[config.mk]
export PLATFORM = sky130hd
export DESIGN_NAME = hex_rotation_decoder
export DESIGN_NICKNAME = d
export VERILOG_FILES = /design/src/rtl/hex_glyph_pkg.sv /design/src/rtl/glyph_decode.sv /design/src/rtl/hex_rotation_decoder.sv
export SDC_FILE = /design/constraint.sdc
export NUM_CORES = 1
export LEC_CHECK = 0
export BUFFER_PORTS_ARGS = -buffer_cell sky130_fd_sc_hd__buf_4
export CAP_MARGIN = 25
export CELL_PAD_IN_SITES_DETAIL_PLACEMENT = 1
export CELL_PAD_IN_SITES_GLOBAL_PLACEMENT = 2
export CORE_MARGIN = 2
export CORE_UTILIZATION = 36
export DETAILED_ROUTE_END_ITERATION = 6
export MAX_ROUTING_LAYER = met4
export PLACE_DENSITY_LB_ADDON = 0.1
export SYNTH_ARGS = -nofsm -noshare
export SYNTH_HDL_FRONTEND = slang
export SYNTH_SLANG_ARGS = --single-unit
[constraint.sdc]
create_clock -name CLOCK_50 -period 3.4 [get_ports CLOCK_50]
set_input_delay 0.34 -clock CLOCK_50 [delete_from_list [all_inputs] [get_ports CLOCK_50]]
set_output_delay 0.34 -clock CLOCK_50 [all_outputs]
set_load 0.01 [all_outputs]
[src/rtl/hex_glyph_pkg.sv]
// Shared constants for the seven-segment "HELLO" loop-back decoder:
// glyph codes, segment patterns (bit i = segment a+i, active-low), message ring, FSM states.
package hex_glyph_pkg;

  typedef enum logic [2:0] {
    BLANK = 3'd0,
    H     = 3'd1,
    E     = 3'd2,
    L     = 3'd3,
    O     = 3'd4,
    BAD   = 3'd7
  } glyph_t;

  localparam logic [6:0] SEG_BLANK = 7'b1111111;
  localparam logic [6:0] SEG_H     = 7'b0001001;
  localparam logic [6:0] SEG_E     = 7'b0000110;
  localparam logic [6:0] SEG_L     = 7'b1000111;
  localparam logic [6:0] SEG_O     = 7'b1000000;

  // Rotation r shows W[(k-r) mod 8] on digit k.
  localparam glyph_t W [8] = '{O, L, L, E, H, BLANK, BLANK, BLANK};

  typedef enum logic [1:0] {
    IDLE  = 2'd0,
    SCAN  = 2'd1,
    MATCH = 2'd2,
    DONE  = 2'd3
  } state_t;

endpackage

[src/rtl/glyph_decode.sv]
// Combinational segment-pattern to glyph-code decoder; anything unrecognised is BAD.
module glyph_decode
  import hex_glyph_pkg::*;
(
  input  logic [6:0] seg,
  output logic [2:0] code
);

  always_comb begin
    code = BAD;
    case (seg)
      SEG_BLANK: code = BLANK;
      SEG_H:     code = H;
      SEG_E:     code = E;
      SEG_L:     code = L;
      SEG_O:     code = O;
      default:   code = BAD;
    endcase
  end

endmodule

[src/rtl/hex_rotation_decoder.sv]
// Snapshots HEX0..HEX7, decodes one digit per clock, then tests one ring rotation
// per clock; reports the lowest matching rotation 17 cycles after start.
module hex_rotation_decoder
  import hex_glyph_pkg::*;
(
  input  logic       CLOCK_50,
  input  logic       Reset,
  input  logic       start,
  input  logic [0:6] HEX0,
  input  logic [0:6] HEX1,
  input  logic [0:6] HEX2,
  input  logic [0:6] HEX3,
  input  logic [0:6] HEX4,
  input  logic [0:6] HEX5,
  input  logic [0:6] HEX6,
  input  logic [0:6] HEX7,
  output logic [2:0] M,
  output logic       match,
  output logic       bad_glyph,
  output logic       busy,
  output logic       done
);

  state_t          state, state_nxt;
  logic [2:0]      cnt;
  logic [7:0][6:0] hexv, snap;
  glyph_t          code [8];
  logic            bad, found;
  logic [2:0]      rlat;
  logic [2:0]      dec_code;
  logic [7:0]      eq;
  logic            hit, found_fin;

  // Buses are indexed by segment letter; repack so bit i is segment a+i.
  for (genvar b = 0; b < 7; b++) begin : g_repack
    assign hexv[0][b] = HEX0[b];
    assign hexv[1][b] = HEX1[b];
    assign hexv[2][b] = HEX2[b];
    assign hexv[3][b] = HEX3[b];
    assign hexv[4][b] = HEX4[b];
    assign hexv[5][b] = HEX5[b];
    assign hexv[6][b] = HEX6[b];
    assign hexv[7][b] = HEX7[b];
  end

  glyph_decode u_dec (
    .seg  (snap[cnt]),
    .code (dec_code)
  );

  // In MATCH, cnt is the rotation under test; the 3-bit subtract is the mod-8 wrap.
  for (genvar k = 0; k < 8; k++) begin : g_cmp
    assign eq[k] = (code[k] == W[3'(k) - cnt]);
  end
  assign hit       = &eq;
  assign found_fin = found | hit;

  always_comb begin
    state_nxt = state;
    case (state)
      IDLE:    if (start)       state_nxt = SCAN;
      SCAN:    if (cnt == 3'd7) state_nxt = MATCH;
      MATCH:   if (cnt == 3'd7) state_nxt = DONE;
      DONE:    state_nxt = IDLE;
      default: state_nxt = IDLE;
    endcase
  end

  always_ff @(posedge CLOCK_50) begin
    if (Reset) begin
      state     <= IDLE;
      cnt       <= '0;
      snap      <= '0;
      bad       <= 1'b0;
      found     <= 1'b0;
      rlat      <= '0;
      M         <= '0;
      match     <= 1'b0;
      bad_glyph <= 1'b0;
      busy      <= 1'b0;
      done      <= 1'b0;
      for (int k = 0; k < 8; k++) code[k] <= BLANK;
    end else begin
      state <= state_nxt;
      busy  <= (state_nxt != IDLE);
      done  <= 1'b0;
      case (state)
        IDLE: if (start) begin
          snap  <= hexv;
          cnt   <= '0;
          bad   <= 1'b0;
          found <= 1'b0;
          rlat  <= '0;
        end
        SCAN: begin
          code[cnt] <= glyph_t'(dec_code);
          if (dec_code == BAD) bad <= 1'b1;
          cnt <= cnt + 3'd1;
        end
        MATCH: begin
          if (hit && !found) begin
            found <= 1'b1;
            rlat  <= cnt;
          end
          cnt <= cnt + 3'd1;
          if (cnt == 3'd7) begin
            done      <= 1'b1;
            bad_glyph <= bad;
            match     <= found_fin & ~bad;
            M         <= (found_fin & ~bad) ? (found ? rlat : cnt) : 3'd0;
          end
        end
        default: ;
      endcase
    end
  end

endmodule

==> key figures <==
Status
  – Status: finished clean

Critical path
  – R2R setup slack: 0.51 ns
  – Reg-to-reg startpoint: cnt[1]
  – Crit-path cells: inv_1 > ha_1 > xor2_4 > mux2i_1 > a221oi_1 > buf_4 > nor4b_1 > and4_1 > mux2i_1
  – Worst R2R End: rlat[1]
  – Startpoint types: flip-flop
  – Top Family by Delay on Critical Path: simple AND/OR/NAND/NOR gates
  – Req. time, crit path: 3.67 ns
  – CP Class: reg -> reg
  – Crit end category: flip-flop
  – Most frequent CP cell: mux2i_1
  – WP data arrival: 3.16 ns
  – Worst path max stage delay: 0.63 ns
  – Crit path max-delay cell type: ha_1
  – CP bufs+invs: 2
  – Worst r2r path cells: 9
  – CP Max Fanout: 12

Global routing
  – Initial antenna violation count: 0
  – GRT Total Usage: 19.2%
  – Pin count of the biggest net entering global routing: 89
  – Global-route wire length before repair: 21.5 mm
  – Grt ovf: 0
  – Vias in the first global route: 4194

Final layout
  – Fin area: 5970 um^2
  – Fillcell total: 1651
  – Non-filler instance count after layout: 787
  – Area Overhead vs Synth: 18.4%
  – Final #Nets: 679
  – Inserted Diodes: 0
  – Layout cell share with drive strength beyond 1: 19.4%

Place
  – Dpl cell area: 5680 um^2
  – Placed cells: 771
  – HPWL after DPL: 9.95 mm
  – # port buffers: 65
  – Routability cong.: 0.812

Timing
  – Post-layout minimum cycle time: 2.89 ns
  – Hold Violations, Final: 0
  – Clock skew: 0.00546 ns
  – Final setup violation count: 0
  – Setup TNS: 0 ns
  – Final Max Slew Viols: 0
  – F_max: 0.346 GHz
  – Hold slack: 0.239 ns
  – Final period utilization: 85.1%
  – RSZ-0062 raised after global routing: no
  – Slew margin rel.: 40.4%
  – Worst-Margin Slew: 0.894 ns

Routing
  – DRC: 0
  – DRT Pass-1 Iters: 4
  – WL per Instance: 16.9 um
  – First DRT Iteration DRCs: 170
  – ANT nets after route: 0
  – DR vias/cell: 5.15
  – Total wire length: 13.3 mm
  – Via count: 4056

Synth
  – Flops & latches, synth: 97
  – Synth warn: 0
  – Post-synth EDFFs: 24
  – Main synth FF type: dfxtp_1
  – Synthesized area: 5040 um^2
  – Post-Synthesis Cells: 547
  – Avg Inst Size Synth: 9.22 um^2
  – Count of different cell masters after synthesis: 63
  – Seq/Total Area, Yosys: 43.3%
  – Syn Nets: 624
  – Post-synth ARST share: 0%

Clock tree
  – Clock root cell: clkbuf_16
  – Max Root-Sink Buffers: 2
  – CTS Hold Bufs: 0
  – CTS tree: built
  – Post-CTS Setup Bufs: 0
  – # H-tree levels: 3
  – TritonCTS buffer count: 9
  – Post-cts sizing count: 0
  – Clock insertion delay at the later pin of the skew report: 0.34 ns
  – Clk pin slew, worst setup/hold paths: 0.06 ns
  – Sink Count: 97

Power and ir drop
  – Leakage Power: 2.41 nW
  – Pint: 0.00199 W
  – Switching power: 0.000674 W
  – Pwr Density: 447 nW/um^2
  – Switching share of total power: 25.3%
  – Clock power share: 37.6%
  – Power share of the sequential group: 48.1%
  – Gate power share: 14.2%
  – Max VDD drop: 0.218 mV

Hold path
  – Min-delay src: HEX4[3]
  – Hold path depth: 3
  – Hold Path Sink: snap[31]
  – Worst hold path type: in -> reg

Floorplanning
  – Site Rows: 43
  – Core ar.: 13800 um^2
  – Die Wd: 122 um
  – Initial Util: 36.6%
  – IO Count: 66
  – DIE HEIGHT: 122 um
  – Die Area: 15000 um^2

Job
  – Max cap viols: 0
==> synth_stat cells, drive strengths merged (2+ instances only) <==
cell / n / share of area [%]
xor2: 6 / 1.4
a211oi: 2 / 0.30
a21oi: 62 / 6.2
buf: 8 / 1.4
nor2b: 9 / 1.1
o22ai: 4 / 0.77
mux2i: 10 / 2.0
and2: 4 / 0.55
edfxtp: 24 / 14
nor4b: 2 / 0.35
nand4: 5 / 0.62
mux2: 6 / 1.3
inv: 10 / 0.74
clkbuf: 24 / 1.8
a2111oi: 3 / 0.77
nor3: 5 / 0.60
nor4bb: 3 / 0.60
nor3b: 2 / 0.30
nand3b: 10 / 1.5
a221oi: 3 / 0.52
or3: 4 / 0.52
mux4: 14 / 7.0
o21ai: 11 / 1.2
a31oi: 2 / 0.25
a311oi: 2 / 0.35
nor2: 38 / 2.8
ha: 18 / 4.5
a32oi: 5 / 1.0
nand3: 11 / 1.2
nand2b: 16 / 2.0
nand2: 132 / 9.8
or2: 3 / 0.37
dfxtp: 73 / 29
==> routing by layer <==
layer  vias up  track usage [%]  share of wire, %
met5         -                -                 0
met4         0             6.97               2.1
met3        17             3.16               2.4
met2        55             32.1                49
met1      1959             23.5                47
li1       2025                -                 -
==> through the flow <==
step | worst slack, ns | util [%] | total power (W)
5_1_grt | 0.224 | 43.4 | 0.00280
2_1_floorplan | 0.383 | - | 0.00155
4_1_cts | 0.479 | 43.4 | 0.00271
3_5_place_dp | 0.497 | 41.3 | 0.00170
6_report | 0.506 | 43.4 | 0.00267
3_3_place_gp | 0.586 | 41.3 | 0.00168
==> how the worst max path moves through the flow <==
stage                start          to  slack [ns]  depth (start not counted)
finish              cnt[1]     rlat[1]        0.51                          9
global route        cnt[1]     rlat[1]        0.22                          9
CTS                 cnt[1]     rlat[1]        0.48                          9
detailed placement  cnt[1]     rlat[1]        0.50                          9
global placement    cnt[0]  code[4][0]        0.59                          6
floorplan           cnt[0]     rlat[0]        0.38                         13
==> layout by cell type, fill, tap and decap left out, types with 5 or more instances in the layout <==
| cell type | Yosys | layout |
|---|---|---|
| mux2_2 | 6 | 6 |
| dfxtp_1 | 73 | 73 |
| nor2b_1 | 9 | 9 |
| nand2_1 | 132 | 131 |
| xor2_1 | 5 | 5 |
| buf_4 | 1 | 76 |
| nand4_1 | 5 | 5 |
| nand2b_1 | 16 | 16 |
| nand3_1 | 10 | 10 |
| ha_1 | 18 | 18 |
| mux4_1 | 10 | 10 |
| nor2_1 | 38 | 38 |
| mux2i_1 | 10 | 10 |
| o21ai_0 | 10 | 10 |
| nand3b_1 | 10 | 10 |
| inv_1 | 10 | 10 |
| a21oi_1 | 62 | 62 |
| clkbuf_16 | 0 | 9 |
| edfxtp_1 | 24 | 24 |
==> tightest hold or removal path, delay by kind of cell <==
family / cells / cell delay [ns]
buf+inv: 1 / 0.11
simple gates: 1 / 0.05
compound gates: 1 / 0.05
==> power by group through the flow <==
stage	logic (W)	clock network [W]	registers [W]
4_1_cts	0.000387	0.00104	0.00128
2_1_floorplan	0.000256	0	0.00129
5_1_grt	0.000424	0.00108	0.00129
3_3_place_gp	0.000375	0	0.00131
3_5_place_dp	0.000386	0	0.00131
6_report	0.000380	0.00100	0.00128
==> cell families after synthesis <==
group                    share of synthesized area [%]
AND/OR/NAND/NOR                                   23.3
XOR/XNOR                                          1.59
flip-flops                                        43.3
buffers and inverters                             3.92
multiplexers                                      10.3
adder cells (fa/ha/maj)                           4.47
AO/OA/AOI/OAI                                     13.2
==> cell type report <==
type                            count  area [um^2]  area share (%)
Clock buffer                       12          246            4.13
Clock inverter                      4         42.5           0.712
Inverter                           10         37.5           0.629
Multi-Input combinational cell    408         2670            44.7
Sequential cell                    97         2180            36.5
Tap cell                          180          225            3.77
Timing Repair Buffer               76          571            9.56
==> registers in the layout, summed over array words and instances (netlist names) <==
signal,flops
snap,56
rlat,3
state,2
busy,1
bad,1
found,1
cnt,3
match,1
code,24
done,1
M,3
bad_glyph,1
Note: power is estimated with default switching activity, not from simulation.
